$ cat src/rtl/pipe_stage_reg.sv
// Elastic pipeline-stage register: valid/ready handshake, 2-entry skid buffer, synchronous flush.
// Optional perf counters (stall_cycles, bubble_cycles) are built only when PIPE_REG_PERF_EN is defined.
module pipe_stage_reg #(
  parameter int unsigned LANES          = 32'd4,
  parameter int unsigned LANE_W         = 32'd32,
  parameter bit          CLEAR_ON_FLUSH = 1'b1,
  parameter int unsigned CNT_W          = 32'd16,
  localparam int unsigned DATA_W        = LANES * LANE_W
) (
  input  logic              clk,
  input  logic              reset,
  input  logic              flush,
  input  logic              in_valid,
  output logic              in_ready,
  input  logic [DATA_W-1:0] in_data,
  output logic              out_valid,
  input  logic              out_ready,
  output logic [DATA_W-1:0] out_data
`ifdef PIPE_REG_PERF_EN
  ,
  output logic [CNT_W-1:0]  stall_cycles,
  output logic [CNT_W-1:0]  bubble_cycles
`endif
);

  logic              main_v_r;
  logic [DATA_W-1:0] main_d_r;
  logic              skid_v_r;
  logic [DATA_W-1:0] skid_d_r;
  logic              in_ready_r;

  logic              main_v_s;
  logic [DATA_W-1:0] main_d_s;
  logic              skid_v_s;
  logic [DATA_W-1:0] skid_d_s;
  logic              in_ready_s;

  logic              acc_s;
  logic              fire_s;
  logic              main_free_s;

  // Handshake events seen at the coming clock edge.
  always_comb begin
    acc_s       = in_valid & in_ready_r;
    fire_s      = main_v_r & out_ready;
    main_free_s = ~main_v_r | fire_s;
  end

  // Next-state selection; flush wins over every other move.
  always_comb begin
    main_v_s = main_v_r;
    main_d_s = main_d_r;
    skid_v_s = skid_v_r;
    skid_d_s = skid_d_r;
    if (flush) begin
      main_v_s = 1'b0;
      skid_v_s = 1'b0;
      if (CLEAR_ON_FLUSH) begin
        main_d_s = {DATA_W{1'b0}};
        skid_d_s = {DATA_W{1'b0}};
      end else begin
        main_d_s = main_d_r;
        skid_d_s = skid_d_r;
      end
    end else if (main_free_s) begin
      if (skid_v_r) begin
        main_v_s = 1'b1;
        main_d_s = skid_d_r;
        if (acc_s) begin
          skid_v_s = 1'b1;
          skid_d_s = in_data;
        end else begin
          skid_v_s = 1'b0;
          skid_d_s = skid_d_r;
        end
      end else begin
        // Empty main keeps its last payload so out_data stays stable while idle.
        if (acc_s) begin
          main_v_s = 1'b1;
          main_d_s = in_data;
        end else begin
          main_v_s = 1'b0;
          main_d_s = main_d_r;
        end
      end
    end else if (acc_s) begin
      skid_v_s = 1'b1;
      skid_d_s = in_data;
    end else begin
      main_v_s = main_v_r;
      skid_v_s = skid_v_r;
    end
    in_ready_s = ~skid_v_s;
  end

  // Stage state registers.
  always_ff @(posedge clk or negedge reset) begin
    if (!reset) begin
      main_v_r   <= 1'b0;
      main_d_r   <= {DATA_W{1'b0}};
      skid_v_r   <= 1'b0;
      skid_d_r   <= {DATA_W{1'b0}};
      in_ready_r <= 1'b0;
    end else begin
      main_v_r   <= main_v_s;
      main_d_r   <= main_d_s;
      skid_v_r   <= skid_v_s;
      skid_d_r   <= skid_d_s;
      in_ready_r <= in_ready_s;
    end
  end

  assign in_ready  = in_ready_r;
  assign out_valid = main_v_r;
  assign out_data  = main_d_r;

`ifdef PIPE_REG_PERF_EN
  logic [CNT_W-1:0] stall_cnt_r;
  logic [CNT_W-1:0] bubble_cnt_r;

  // Saturating stall/bubble counters; only reset clears them.
  always_ff @(posedge clk or negedge reset) begin
    if (!reset) begin
      stall_cnt_r  <= {CNT_W{1'b0}};
      bubble_cnt_r <= {CNT_W{1'b0}};
    end else begin
      if (main_v_r && !out_ready && (stall_cnt_r != {CNT_W{1'b1}})) begin
        stall_cnt_r <= stall_cnt_r + {{(CNT_W-1){1'b0}}, 1'b1};
      end else begin
        stall_cnt_r <= stall_cnt_r;
      end
      if (!main_v_r && (bubble_cnt_r != {CNT_W{1'b1}})) begin
        bubble_cnt_r <= bubble_cnt_r + {{(CNT_W-1){1'b0}}, 1'b1};
      end else begin
        bubble_cnt_r <= bubble_cnt_r;
      end
    end
  end

  assign stall_cycles  = stall_cnt_r;
  assign bubble_cycles = bubble_cnt_r;
`else
  // CNT_W only sizes the perf counters, which this build leaves out.
  if (CNT_W == 32'd0) begin : g_no_perf
  end
`endif

endmodule

$ cat config.mk
export PLATFORM = sky130hd
export DESIGN_NAME = pipe_stage_reg
export DESIGN_NICKNAME = d
export VERILOG_FILES = /design/src/rtl/pipe_stage_reg.sv
export SDC_FILE = /design/constraint.sdc
export NUM_CORES = 1
export LEC_CHECK = 0
export BUFFER_PORTS_ARGS = -buffer_cell sky130_fd_sc_hd__buf_4
export CAP_MARGIN = 20
export CORE_MARGIN = 5
export CORE_UTILIZATION = 54
export CTS_CLUSTER_SIZE = 16
export DETAILED_ROUTE_END_ITERATION = 10
export GPL_ROUTABILITY_DRIVEN = 0
export PLACE_DENSITY = 0.8
export SLEW_MARGIN = 10
export SYNTH_ARGS = -nofsm -noshare
export SYNTH_HDL_FRONTEND = slang
export SYNTH_SLANG_ARGS = --single-unit
$ cat constraint.sdc
create_clock -name clk -period 1.9 [get_ports clk]
set_input_delay 0.38 -clock clk [delete_from_list [all_inputs] [get_ports clk]]
set_output_delay 0.38 -clock clk [all_outputs]
set_load 0.02 [all_outputs]
==> results of run 1 <==
path summary, 6_finish.rpt:
path                              start             to  slack, ps  cells past startpoint
setup / recovery               in_ready   out_data[93]        250                      4
hold / removal              in_data[29]   skid_d_r[29]        100                      2
setup reg to reg               in_ready   out_data[93]        250                      4
hold reg to reg            skid_d_r[33]   skid_d_r[33]        500                      1
max in group asynchronous         reset  out_data[111]        790                      3
min in group asynchronous         reset   out_data[58]        390                      2
placed cells by master, fill, tap and decap left out, types with 2 or more instances in the layout:
cell type and instances:
clkbuf_8 4, bufinv_16 4, clkbuf_16 27, a21oi_1 128, a22o_1 128, clkbuf_1 8
a211oi_1 128, nor2b_1 2, dfrtp_1 258, buf_4 273, buf_12 18, mux2i_1 128
clkinv_2 5
worst reg2reg max path: stages (launching register included):
cell	delay, ps
dfrtp_1	410
nand2_1	190
a21oi_4	280
buf_4	460
a211oi_1	170
layout make-up:
| class | instances | area, um2 | area share |
|---|---|---|---|
| clock buffer | 39 | 760.7 | 0.05310 |
| clock inverter | 10 | 153.9 | 0.01074 |
| inverter | 1 | 3.754 | 0.0002620 |
| multi-input combinational | 525 | 4145 | 0.2893 |
| sequential | 259 | 6485 | 0.4526 |
| tap | 275 | 344.1 | 0.02402 |
| timing repair buffer | 293 | 2435 | 0.1699 |
per-layer routing:
metal | vias up | GRT usage | routed length, um
li1 | 3846 | - | -
met1 | 4416 | 0.3618 | 12960
met2 | 359 | 0.4022 | 14840
met3 | 49 | 0.05680 | 2392
met4 | 0 | 0.06013 | 735
met5 | - | 0 | 0
cells in the mapped netlist (2+ instances only):
master    instances
a211oi_1        128
a21oi_1         129
dfrtp_1         259
buf_2            56
buf_4             9
a22o_1          128
nor2b_1           2
clkbuf_4          5
buf_6             4
clkbuf_1         16
buf_12           11
mux2i_1         128
stage by stage:
| step | cell area (um2) | util |
|---|---|---|
| finish | 14330 | 0.6881 |
| global route | 14330 | 0.6881 |
| CTS | 14330 | 0.6881 |
| detailed placement | 13400 | 0.6437 |
| global placement | 13400 | 0.6437 |
| floorplan | 11300 | - |
power by group through the flow:
stage | Clock (mW) | Combinational, mW | Sequential [mW]
finish | 5.45 | 2.27 | 6.13
global route | 5.79 | 2.45 | 6.17
CTS | 5.55 | 2.29 | 6.12
detailed placement | 0 | 2.28 | 6.21
global placement | 0 | 2.23 | 6.20
floorplan | 0 | 0.930 | 6.46
logic make-up after synthesis:
logic type,count (synthesis)
simple gates,7
buf+inv,102
flops,259
fa+ha+maj,1
mux,128
compound gates,389
state kept, by name (all words and copies together) (netlist names):
| name | count |
|---|---|
| in_ready | 1 |
| out_data | 128 |
| out_valid | 1 |
| skid_v_r | 1 |
| skid_d_r | 128 |
==> impl_metrics.ini, run 1 <==
[status]
status = finished, final reports clean

[layout]
layout.nets = 1240
fill_cells = 1542
n_antenna_cell = 0
instances_no_fill = 1402
drive_above_1_share = 0.3008
areaGrowthSynthToFinish_pct = 26.75

[global_route]
antenna_found_initial = 0
grt_pass1_vias = 8944
grt-ovfl-total = 0
grt_usage = 0.2539
grt_max_degree = 93
grt_pass1_wl_um = 50110

[placed_design]
placed_cells = 1352
dpl.hpwl_um = 19120
pre_cts_slack_ps = 200.7
io_buffers = 262

[floorplanning]
die_area_um2 = 23930
core-area_um2 = 20820
initial_utilization = 0.5428
placementRows = 53
die_y_um = 154.7
die_x_um = 154.7
io_pins = 263

[clock_tree]
post_cts_buffers = 0
cts-resized-gates = 0
hold_buffers = 1
numCtsBuffers = 27
tritoncts = done
cts_max_level = 1
clk_pin_slew_ps = 60
clock_sinks = 259
clockBufferDepth = 3
cts_root_buffer = clkbuf_16
clk_latency_ps = 520

[power_and_ir_drop]
clkPwrFrac = 0.394
swShare = 0.2651
total_power_mw = 13.85
p_seq_frac = 0.442
pwr-share-comb = 0.164
p_leak_nw = 6.521
ir_drop_mv = 0.7169
power.switching_mw = 3.672
powerDensity_nw_per_um2 = 966.7
p_int_mw = 10.18

[timing]
setup_ws_ps = 248.9
relSlewSlack = 0.5906
rsz0062_at_grt = no
fin_crit_sh = 0.8690
finalSetupTns_ps = 0
finalMaxSlewViolations = 0
tightest_slew_ps = 614.1
min_period_ps = 1651
worst_hold_slack_ps = 95.66
fmax_mhz = 605.7
setup-violations-final = 0
finalHoldViolCount = 0
final.setup_skew_ps = 9.182

[worst_setup_path]
critical-path-top-delay-family = buffers and inverters
cp_slowest_cell = buf_4
worstSetupPathType = reg -> reg
max_stage_delay_ps = 460
cp_data_arrival_time_ps = 2010
critPathLaunchType = flip-flop
crit_fanout = 37
cp_num_buf_inv = 1
crit_required_ps = 2260
end_kind = flip-flop
path_cells = nand2_1 > a21oi_4 > buf_4 > a211oi_1

[synth]
syn_inst = 886
syn-cell-area_um2 = 11300
synthArstFlopShare = 1.000
synth-simple-area-share = 0.004096
synth_warnings = 0
synth_edf_count = 0
seq_area_frac_synth = 0.5734
synth_compound_area_frac = 0.2451
syn_avg_cell_area_um2 = 12.76
ys_top_cells_by_area = dfrtp_1, mux2i_1, a22o_1
yosysUniqueCellTypes = 23
synth_top_family_by_area = compound AO/OA/AOI/OAI gates
yosysTopAreaCell = dfrtp_1
synthFlopType = dfrtp_1
syn_nets = 1019
yosys.area.top_type_share = 0.5734
muxShareOfSynthArea = 0.1133
synth-adder-area-share = 0.0008855
ys_seq_elements = 259
synthXorXnorAreaFrac = 0

[job]
drv_cap = 0

[routing]
drt_wl_total_um = 30930
vias = 8670
drt_iter0_markers = 655
post_drt_wl_per_cell_um = 22.06
drcViolationCount = 0
dr.pass1.iters = 5
drt-vias-per-instance = 6.184
antenna_left = 0

[worst_hold_path]
hold_class = in -> reg
Power figures use the tool's default switching activity.
==> run 2, diff against run 1 <==
--- a/config.mk
+++ b/config.mk
@@ -7,12 +7,15 @@
 export LEC_CHECK = 0
 export BUFFER_PORTS_ARGS = -buffer_cell sky130_fd_sc_hd__buf_4
 export CAP_MARGIN = 20
+export CELL_PAD_IN_SITES_DETAIL_PLACEMENT = 0
+export CELL_PAD_IN_SITES_GLOBAL_PLACEMENT = 1
 export CORE_MARGIN = 5
-export CORE_UTILIZATION = 54
+export CORE_UTILIZATION = 43
 export CTS_CLUSTER_SIZE = 16
 export DETAILED_ROUTE_END_ITERATION = 10
 export GPL_ROUTABILITY_DRIVEN = 0
-export PLACE_DENSITY = 0.8
+export MAX_ROUTING_LAYER = met4
+export PLACE_DENSITY_LB_ADDON = 0.1
 export SLEW_MARGIN = 10
 export SYNTH_ARGS = -nofsm -noshare
 export SYNTH_HDL_FRONTEND = slang
==> run 2 against run 1 <==
- design area increased by 0.49%
- power is 0.22% lower
- fmax decreased by 4.6%
- register-to-register slack worse by 80 ps
- die area up 24%
- sequential share of layout area shrank 0.22 points
- setup slack got worse by 79 ps
- via count fell by 3.4%
- utilization fell by 13 points
- clock-buffer cell count rose by 10
- sequential power barely moved
- highest routed layer unchanged
==> impl_metrics.ini, run 2 (synthesis gave the netlist of run 1 again) <==
[placed_design]
dpl.hpwl_um = 19790
io_buffers = 262
placed_area_um2 = 13470
pre_cts_slack_ps = 165.1
placed_cells = 1411

[timing]
final.setup_skew_ps = 20.12
relSlewSlack = 0.5350
rsz0062_at_grt = no
finalMaxSlewViolations = 0
min_period_ps = 1730
fmax_mhz = 578.0
fin_crit_sh = 0.9105
worst_hold_slack_ps = 65.23
finalHoldViolCount = 0
setup_ws_ps = 170.0
setup-violations-final = 0
tightest_slew_ps = 697.4
finalSetupTns_ps = 0

[power_and_ir_drop]
total_power_mw = 13.82
p_seq_frac = 0.443
powerDensity_nw_per_um2 = 959.8
swShare = 0.2719
power.switching_mw = 3.758
p_leak_nw = 6.515
ir_drop_mv = 0.6230
clkPwrFrac = 0.391
pwr-share-comb = 0.165
p_int_mw = 10.06

[clock_tree]
cts_max_level = 1
clockBufferDepth = 3
numCtsBuffers = 29
clk_pin_slew_ps = 60
cts-resized-gates = 0
hold_buffers = 1
tritoncts = done
clk_latency_ps = 540
clock_sinks = 259
post_cts_buffers = 0
cts_root_buffer = clkbuf_16

[layout]
layout.nets = 1241
drive_above_1_share = 0.2980
final_common_cell = buf_4
instances_no_fill = 1467
layout_common_cells = buf_4, dfrtp_1
final_area_um2 = 14400
areaGrowthSynthToFinish_pct = 27.37
finalCoreUtilization = 0.5541

[routing]
drt_wl_total_um = 32800
drt-vias-per-instance = 5.711
dr.pass1.iters = 4
drt_iter0_markers = 725
antenna_left = 0
drcViolationCount = 0
vias = 8378
post_drt_wl_per_cell_um = 22.36

[global_route]
grt_pass1_wl_um = 50420
grt_usage = 0.2199
grt_max_degree = 131
grt_pass1_vias = 8523
antenna_found_initial = 1
grt-ovfl-total = 0

[worst_setup_path]
r2r_setup_slack_ps = 170
crit_required_ps = 2340
worstSetupPathType = reg -> reg
timing.rr.start = out_valid
end_kind = flip-flop
cp-endpoint = out_data[74]
cp_data_arrival_time_ps = 2170
crit_fanout = 128
worstRegToRegCells = 4
critPathLaunchType = flip-flop
r2r-end = out_data[74]
crit_start = out_valid

[floorplanning]
io_pins = 263
core-area_um2 = 25980
die_x_um = 172.1
die_y_um = 172.1
initial_utilization = 0.4350
placementRows = 59
die_area_um2 = 29630

[worst_hold_path]
worstHoldStart = in_data[95]
hold_class = in -> reg

[job]
drv_cap = 0

[status]
status = finished, final reports clean
-- run 2: changes by cell type in the layout (fill, tap and decap cells not counted), sizes merged --
cell / before / now
buf: 292 / 291
bufinv: 4 / 1
clkbuf: 39 / 49
clkinv: 6 / 3
diode: 0 / 1
inv: 1 / 2
-- run 2: metal layers --
metal,track usage,routed length [um],vias to the layer above
met1,0.3212,15010,4237
met2,0.3206,14980,247
met4,0.05126,650,0
met5,-,0,-
li1,-,-,3848
met3,0.04184,2153,46
-- run 2: power by group through the flow --
stage / clock [mW] / sequential (mW) / combinational, mW
floorplan: 0 / 6.46 / 0.930
global placement: 0 / 6.22 / 2.28
detailed placement: 0 / 6.22 / 2.31
CTS: 5.54 / 6.13 / 2.32
global route: 5.80 / 6.17 / 2.48
finish: 5.41 / 6.13 / 2.28
-- run 2: worst min path at each step --
| stage | to | cells past startpoint |
|---|---|---|
| after floorplan | in_ready | 0 |
| after global placement | out_data[26] | 1 |
| after detailed placement | out_data[26] | 1 |
| after CTS | skid_d_r[65] | 2 |
| after global routing | skid_d_r[105] | 2 |
| final | skid_d_r[95] | 2 |
-- run 2: critical path, cell delays in order, from the launching register on --
cell      delay, ps
dfrtp_1         430
nand2b_4        150
buf_12          480
a21oi_1         160
a211oi_1        260
-- run 2: final cells by class --
| class | instances | area, um2 |
|---|---|---|
| multi-input cells | 525 | 4145 |
| well taps | 335 | 419.2 |
| flip-flops and latches | 259 | 6485 |
| clock buffers | 49 | 860.8 |
| repair buffers | 292 | 2427 |
| clock inverters | 5 | 53.80 |
| inverters | 1 | 3.754 |
| fillers | 2289 | 11590 |
| diodes | 1 | 2.502 |
